File: src/rtl/div_arbiter.sv
// ---------------------------------------------------------------------------
// div_arbiter
//   Shares one iterative divider between N_REQ requesters. A round-robin
//   arbiter picks one request while idle. That requester's operands are driven
//   onto the divider and held for LATENCY clocks. The quotient and remainder
//   are then captured and returned over a valid/ready response channel. A
//   zero divisor does not use the divider: it answers q = all ones and r = a.
//
// Ports
//   clk, rst_n        clock, asynchronous active-low reset
//   req               per-requester request, held until its gnt bit pulses
//   a_in, b_in        packed operands, requester i at [i*WIDTH +: WIDTH]
//   gnt               one-hot, one-cycle pulse when operands are taken
//   div_a, div_b      operands to the shared divider
//   div_q, div_r      divider results, valid LATENCY clocks after load
//   rsp_valid/ready   response handshake
//   rsp_id/q/r        response payload: requester id, quotient, remainder
//   busy              high whenever the FSM is not idle
// ---------------------------------------------------------------------------
module div_arbiter #(
    parameter int N_REQ   = 4,
    parameter int WIDTH   = 8,
    parameter int LATENCY = 8,
    parameter int ID_W    = 2
) (
    input  logic                   clk,
    input  logic                   rst_n,
    input  logic [N_REQ-1:0]       req,
    input  logic [N_REQ*WIDTH-1:0] a_in,
    input  logic [N_REQ*WIDTH-1:0] b_in,
    output logic [N_REQ-1:0]       gnt,
    output logic [WIDTH-1:0]       div_a,
    output logic [WIDTH-1:0]       div_b,
    input  logic [WIDTH-1:0]       div_q,
    input  logic [WIDTH-1:0]       div_r,
    output logic                   rsp_valid,
    output logic [ID_W-1:0]        rsp_id,
    output logic [WIDTH-1:0]       rsp_q,
    output logic [WIDTH-1:0]       rsp_r,
    input  logic                   rsp_ready,
    output logic                   busy
);

    localparam int CNT_W = (LATENCY > 1) ? $clog2(LATENCY) : 1;

    typedef enum logic [1:0] {IDLE, RUN, DONE} state_t;

    state_t             state_q;
    logic [ID_W-1:0]    ptr_q;
    logic [ID_W-1:0]    id_q;
    logic [CNT_W-1:0]   cnt_q;
    logic [N_REQ-1:0]   gnt_q;
    logic [WIDTH-1:0]   div_a_q;
    logic [WIDTH-1:0]   div_b_q;
    logic [WIDTH-1:0]   rsp_q_q;
    logic [WIDTH-1:0]   rsp_r_q;
    logic               rsp_valid_q;

    // Unpack the operand buses so the selected requester can be indexed.
    logic [WIDTH-1:0] a_arr [N_REQ];
    logic [WIDTH-1:0] b_arr [N_REQ];

    genvar gi;
    generate
        for (gi = 0; gi < N_REQ; gi++) begin : g_unpack
            assign a_arr[gi] = a_in[gi*WIDTH +: WIDTH];
            assign b_arr[gi] = b_in[gi*WIDTH +: WIDTH];
        end
    endgenerate

    // Round-robin pick: first set request bit at or above the pointer, wrapping.
    logic            pick_found;
    logic [ID_W-1:0] pick_id;
    logic [ID_W:0]   scan_idx;
    logic [ID_W-1:0] ptr_d;

    always_comb begin
        pick_found = 1'b0;
        pick_id    = '0;
        scan_idx   = '0;
        for (int k = 0; k < N_REQ; k++) begin
            scan_idx = {1'b0, ptr_q} + (ID_W+1)'(k);
            if (scan_idx >= (ID_W+1)'(N_REQ)) begin
                scan_idx = scan_idx - (ID_W+1)'(N_REQ);
            end
            if (!pick_found && req[scan_idx[ID_W-1:0]]) begin
                pick_found = 1'b1;
                pick_id    = scan_idx[ID_W-1:0];
            end
        end
    end

    assign ptr_d = (pick_id == ID_W'(N_REQ-1)) ? '0 : pick_id + ID_W'(1);

    logic [WIDTH-1:0] sel_a;
    logic [WIDTH-1:0] sel_b;
    assign sel_a = a_arr[pick_id];
    assign sel_b = b_arr[pick_id];

    always_ff @(posedge clk or negedge rst_n) begin
        if (!rst_n) begin
            state_q     <= IDLE;
            ptr_q       <= '0;
            id_q        <= '0;
            cnt_q       <= '0;
            gnt_q       <= '0;
            div_a_q     <= '0;
            div_b_q     <= '0;
            rsp_q_q     <= '0;
            rsp_r_q     <= '0;
            rsp_valid_q <= 1'b0;
        end else begin
            // Grant is a single-cycle pulse.
            gnt_q <= '0;
            case (state_q)
                IDLE: begin
                    if (pick_found) begin
                        gnt_q <= N_REQ'(1) << pick_id;
                        id_q  <= pick_id;
                        ptr_q <= ptr_d;
                        if (sel_b != '0) begin
                            div_a_q <= sel_a;
                            div_b_q <= sel_b;
                            cnt_q   <= '0;
                            state_q <= RUN;
                        end else begin
                            // Divide by zero: answer directly, keep the divider inputs unchanged.
                            rsp_q_q     <= '1;
                            rsp_r_q     <= sel_a;
                            rsp_valid_q <= 1'b1;
                            state_q     <= DONE;
                        end
                    end
                end
                RUN: begin
                    cnt_q <= cnt_q + CNT_W'(1);
                    if (cnt_q == CNT_W'(LATENCY-1)) begin
                        rsp_q_q     <= div_q;
                        rsp_r_q     <= div_r;
                        rsp_valid_q <= 1'b1;
                        state_q     <= DONE;
                    end
                end
                DONE: begin
                    if (rsp_ready) begin
                        rsp_valid_q <= 1'b0;
                        state_q     <= IDLE;
                    end
                end
                default: state_q <= IDLE;
            endcase
        end
    end

    assign gnt       = gnt_q;
    assign div_a     = div_a_q;
    assign div_b     = div_b_q;
    assign rsp_valid = rsp_valid_q;
    assign rsp_id    = id_q;
    assign rsp_q     = rsp_q_q;
    assign rsp_r     = rsp_r_q;
    assign busy      = (state_q != IDLE);

endmodule

File: config.mk
export PLATFORM = sky130hd
export DESIGN_NAME = div_arbiter
export DESIGN_NICKNAME = d
export VERILOG_FILES = /design/src/rtl/div_arbiter.sv
export SDC_FILE = /design/constraint.sdc
export NUM_CORES = 1
export LEC_CHECK = 0
export ABC_AREA = 1
export CORE_ASPECT_RATIO = 2
export CORE_MARGIN = 5
export CORE_UTILIZATION = 47
export DETAILED_ROUTE_END_ITERATION = 10
export HOLD_SLACK_MARGIN = 0.05
export PLACE_DENSITY_LB_ADDON = 0.08
export SYNTH_ARGS = -nofsm -noshare
export SYNTH_HDL_FRONTEND = slang
export SYNTH_SLANG_ARGS = --single-unit
export TNS_END_PERCENT = 10
File: constraint.sdc
create_clock -name clk -period 4.1 [get_ports clk]
set_clock_uncertainty 0.05 [all_clocks]
set_input_delay 0.615 -clock clk [delete_from_list [all_inputs] [get_ports clk]]
set_output_delay 0.615 -clock clk [all_outputs]
set_load 0.1 [all_outputs]
==> flow_summary_export.csv <==
group,metric,value,unit
synthesis,yosys_register_bits,46,
place,io_buffers,126,
grt,grt_overflow_total,0,
die,placement_rows,42,
final_layout,area_growth_syn_to_layout,45.0,%
cts,insertion_delay,290,ps
place,detailed_place_hpwl,7280,microns
timing,report.final.slew_viol_count,0,
timing,max-slew-margin-rel,0.319,
place,dpl_cell_area,0.00438,sq mm
die,ios,127,
die,placeableCoreArea,0.00657,sq mm
drt,route.detailed.wl_per_inst,14.0,microns
drt,antenna_left,0,
place,place.detailed.instances,644,
synthesis,syn_area_per_cell,6.98,sq um
timing,timing_worst_slew_pin_value,1020,ps
worst_hold_path,worst_hold_path_type,"reg -> reg",
final_layout,final_antenna_diode_count,0,
synthesis,synth.net_count,543,
cts,post_cts_repair_timing_setup_buffer_count,0,
cts,clock_pin_slew_worst_setup_and_hold_paths,60,ps
grt,antenna_found_initial,0,
drt,num_vias,3275,
synthesis,synth_cell_types,27,
setup_path,worstPathMaxFanout,25,
final_layout,finish.utilization,0.689,
synthesis,edff_count_synth,0,
drt,drt_first_iter_violations,250,
die,initial_utilization,0.475,
cts,tritoncts_num_sinks,46,
final_layout,final_cells,652,
synthesis,mappedNetlistArea,0.00312,sq mm
grt,grt_start_max_net_pins,47,
synthesis,synthCells,447,
setup_path,arrival,3560,ps
run_status,outcome,"complete, no violations",
synthesis,async_reset_ff_frac,1.00,
cts,cts-hold-fix-buffers,0,
setup_path,timing_worst_setup_path_type,"in -> reg",
cts,max-clock-path-buffers,2,
die,floorplan.die.width,67.6,microns
synthesis,yosysSeqAreaShare,0.369,
job,max-cap-violations,0,
die,die_area,0.00847,sq mm
final_layout,design.final.nets,659,
cts,cts_root_buf,"sky130_fd_sc_hd__clkbuf_16",
synthesis,synth_most_common_cell,"sky130_fd_sc_hd__nand2_1",
cts,cts.repair.resized,0,
cts,tritoncts,"done",
place,gp_congestion,0.930,
timing,timing.final.crit_period,3430,ps
final_layout,layout-drive-gt1-share,0.0816,
timing,unrepaired_setup_endpoints_after_global_routing,"false",
drt,wirelength,9100,microns
drt,dr.pass1.iters,4,
grt,groute.usage.overall,0.226,
synthesis,synth_top_flop_cell,"sky130_fd_sc_hd__dfrtp_1",
setup_path,data_required_time_of_the_critical_path,4230,ps
drt,drc,0,
grt,first_pass_grt_wire_length,14600,microns
drt,drt-vias-per-instance,5.02,
timing,setup_violations,0,
die,dieHeight,125,microns
timing,achievable_frequency,0.291,GHz
timing,finalHoldViolCount,0,
synthesis,yosysWarningCount,0,
grt,grt_pass1_vias,3143,
timing,timing.final.crit_share,0.837,
cts,cts_inserted_buffers,5,
synthesis,synth.largest_area_cell,"sky130_fd_sc_hd__dfrtp_1",
setup_path,crit_path_start_kind,"input port",
timing,fin_tns_setup,0,ps
synthesis,post_synth_main_area_contributors,"sky130_fd_sc_hd__dfrtp_1 37%, sky130_fd_sc_hd__nand2_1 21%, sky130_fd_sc_hd__nand3_1 9.0%",
cts,ctsHtreeMaxLevel,2,
synthesis,netlist_top_cells_count,"175 x sky130_fd_sc_hd__nand2_1, 56 x sky130_fd_sc_hd__nand3_1, 46 x sky130_fd_sc_hd__dfrtp_1",
setup_path,worstSetupEndpointType,"flip-flop",
synthesis,yosys.area.top_type_share,0.369,
final_layout,post_route_design_area,0.00453,sq mm
==> critical path, stage by stage <==
cell and delay, ps:
sky130_fd_sc_hd__clkdlybuf4s50_1 470, sky130_fd_sc_hd__inv_1 60, sky130_fd_sc_hd__nand2_1 120, sky130_fd_sc_hd__nand3_1 90, sky130_fd_sc_hd__nand2_1 100, sky130_fd_sc_hd__inv_1 100, sky130_fd_sc_hd__nand3_4 260, sky130_fd_sc_hd__nand3_4 230
sky130_fd_sc_hd__nand2_1 120, sky130_fd_sc_hd__nand3_1 70, sky130_fd_sc_hd__nand2_1 100, sky130_fd_sc_hd__nand2_1 70, sky130_fd_sc_hd__nor2_2 160, sky130_fd_sc_hd__nand2_4 150, sky130_fd_sc_hd__nand2_2 330, sky130_fd_sc_hd__nand2_2 280
sky130_fd_sc_hd__nand2_1 130, sky130_fd_sc_hd__nand2_1 60
==> routing by layer <==
metal,global-route usage,wire (microns),vias up
met4,0.0993,280,0
li1,-,-,1671
met5,0,0,-
met2,0.414,5040,109
met3,0.0323,489,19
met1,0.242,3290,1476
==> cells in the final DEF, fill, tap and decap left out, types with 7 or more instances in the layout <==
master,instances
sky130_fd_sc_hd__nand2_2,7
sky130_fd_sc_hd__o21ai_0,14
sky130_fd_sc_hd__a21oi_1,25
sky130_fd_sc_hd__nand2_1,175
sky130_fd_sc_hd__ha_1,9
sky130_fd_sc_hd__nand3_1,56
sky130_fd_sc_hd__nand4_1,17
sky130_fd_sc_hd__inv_1,33
sky130_fd_sc_hd__clkdlybuf4s50_1,125
sky130_fd_sc_hd__nor2_1,12
sky130_fd_sc_hd__or2_2,8
sky130_fd_sc_hd__dfrtp_1,46
==> sequential cells by signal, indices dropped and copies added, names as in the netlist <==
signal and flops:
rsp_id 2, div_a 8, rsp_q 8, state_q 2
ptr_q 2, rsp_r 8, div_b 8, gnt 4
rsp_valid 1, cnt_q 3
==> kinds of logic after synthesis <==
group / share of synthesized area
and+or+nand+nor: 0.434
buffers and inverters: 0.0930
DFF: 0.369
AOI/OAI and AO/OA: 0.0678
adders and majority gates: 0.0361
==> per-stage QoR <==
step | worst slack [ps] | hold slack (ps)
floorplan | 1610 | 269
global placement | 494 | 403
detailed placement | 407 | 408
CTS | 699 | 424
global route | 321 | 440
finish | 668 | 418
==> layout make-up <==
| type | instances | area (sq um) |
|---|---|---|
| repair buffers | 131 | 1290 |
| fillers | 585 | 2040 |
| flip-flops and latches | 46 | 1150 |
| clock inverters | 1 | 5.00 |
| clock buffers | 7 | 143 |
| inverters | 38 | 144 |
| multi-input cells | 341 | 1680 |
| well taps | 88 | 110 |
==> worst paths after layout <==
check	start	end	slack, ps	cells past startpoint
worst max-delay path	req[0]	rsp_q[7]$_DFFE_PN0P_	670	18
worst min-delay path	rsp_q[0]$_DFFE_PN0P_	rsp_q[0]$_DFFE_PN0P_	420	2
worst max register to register	ptr_q[0]$_DFFE_PN0P_	rsp_q[7]$_DFFE_PN0P_	690	17
worst min register to register	rsp_q[0]$_DFFE_PN0P_	rsp_q[0]$_DFFE_PN0P_	420	2
max in group asynchronous	rst_n	state_q[1]$_DFFE_PN0P_	2920	1
min in group asynchronous	rst_n	rsp_r[6]$_DFFE_PN0P_	450	1
Power is left out: the tool's default activity adds up to more than one toggle a clock period on the data nets, which glitch-free logic cannot reach.
==> edit: new RTL, config.mk and constraints unchanged <==
Change the parameter `LATENCY` from 8 to 4.
--- a/src/rtl/div_arbiter.sv
+++ b/src/rtl/div_arbiter.sv
@@ -21,5 +21,5 @@
     parameter int N_REQ   = 4,
     parameter int WIDTH   = 8,
-    parameter int LATENCY = 8,
+    parameter int LATENCY = 4,
     parameter int ID_W    = 2
 ) (
Function: changed (a bounded check fails within 10 cycles, from zero or initial values and one cycle with rst_n low).
==> edit against the original RTL <==
- sequential cell count shrank 1
- worst setup slack lost 0.078 ns
- hold slack lost 0.0029 ns
- synthesized cell count shrank 1.8%
- critical endpoint is now rsp_r[0]
- critical path type unchanged
- wire length grew 2.0%
- final area is essentially flat
- synthesized area grew 0.68%
Power is left out: the tool's default activity adds up to more than one toggle a clock period on the data nets, which glitch-free logic cannot reach.
==> edit: results (changes against the original RTL) <==
[synth]
synth_cell_type_count=29  ; was 27
seq_area_frac_synth=0.358  ; was 0.369
synth_commonest_cells=188 x nand2_1, 45 x dfrtp_1, 39 x nand3_1  ; was 175 x nand2_1, 56 x nand3_1, 46 x dfrtp_1
synth_fa_ha_area_frac=0.0319  ; was 0.0361
synth_compound_area_frac=0.0498  ; was 0.0678
synth.area.top_cells=dfrtp_1 36%, nand2_1 22%, nand4_1 6.4%, nand3_1 6.2%, nand3_2 4.5%  ; was dfrtp_1 37%, nand2_1 21%, nand3_1 9.0%, a21oi_1 4.0%, inv_1 4.0%
synthFlopType=dfrtp_1  ; unchanged
yosysWarnings=0  ; unchanged
synth_nets=534  ; was 543
yosys-mux-area-fraction=0  ; unchanged

[critical_path]
slowest_stage=clkdlybuf4s50_1  ; unchanged
worstPathArrival_ns=3.63  ; was 3.56 ns
cp_max_fo=37  ; was 25
cp_slowest_stage_delay_ns=0.48

[place]
place.gp.congestion=0.859  ; was 0.930
dp.final_hpwl_um=7350  ; was 7280 um
place.port_buffers=126  ; unchanged

[hold_path]
hp-class=register to register  ; unchanged

[outcome]
outcome=completed  ; unchanged

[drt]
wl_met3_um=665  ; was 489 um
dr.pass1.iters=4  ; unchanged
met1_length_um=3170  ; was 3290 um
drt_iter0_drc=229  ; was 250
met2WireLength_um=5140  ; was 5040 um
top_layer_used=met4  ; unchanged
routedWlPerCell_um=14.5  ; was 14.0 um
viasPerCell=5.09  ; was 5.02

[cells_and_area]
multi_input_area_share=0.385  ; was 0.371
nFillCells=568  ; was 585
drive_above_1_share=0.0975  ; was 0.0816
multiInputCombCellCount=341  ; unchanged
n_sequential_cell=45  ; was 46
final_nets=649  ; was 659
clk_share=0.0315  ; was 0.0326
inv_count=31  ; was 38
diodes=0  ; unchanged
seq_area_um2=1130  ; was 1150 um^2
buf_share=0.284  ; was 0.286
buffers=130  ; was 131

[clock_tree]
worstSkewPairLatency_ns=0.28
cts_made_buffers=5  ; unchanged
clkTransAtPathRegs_ns=0.06  ; about the same
cts_resized=0  ; unchanged
cts_max_path_buffers=2  ; unchanged
htree_levels=2  ; unchanged

[global_routing]
antenna_found_initial=0  ; unchanged
use_met1=0.227  ; was 0.242
grt_pass1_vias=3206  ; was 3143
grt_pass1_wl_um=14700  ; was 14600 um
grt_use_met2=0.416  ; was 0.414
grt_max_degree=46  ; was 47
use_met3=0.0392  ; was 0.0323
grt.total_usage=0.224  ; was 0.226

[timing]
tightest_slew_ns=1.00  ; was 1.02 ns

[edit: through the flow]
step | area, um^2 | utilization | instances | setup WS, ns | hold slack, ns
CTS | 4530 | 0.690 | 642 | 0.556 | 0.422
global placement | 4390 | 0.668 | 635 | 0.382 | 0.403
finish | 4530 | 0.690 | 642 | 0.590 | 0.415
global route | 4530 | 0.690 | 642 | 0.205 | 0.445
floorplan | 3140 | - | 439 | 1.59 | 0.269
detailed placement | 4390 | 0.668 | 635 | 0.279 | 0.408
[edit: final timing paths]
path,startpoint,endpoint,slack (ns),depth (start not counted)
max,req[3],rsp_r[0],0.59,18
max in group asynchronous,rst_n,div_b[5],2.94,1
min in group asynchronous,rst_n,gnt[0],0.44,1
min reg2reg,rsp_q[6],rsp_q[6],0.42,2
min,rsp_q[6],rsp_q[6],0.42,2
max reg2reg,ptr_q[0],rsp_r[0],0.73,17
[edit: worst max-delay path, delay by kind of cell]
kind	cells	cell delay (ns)
buffers and inverters	3	0.58
AND/OR/NAND/NOR	15	2.43
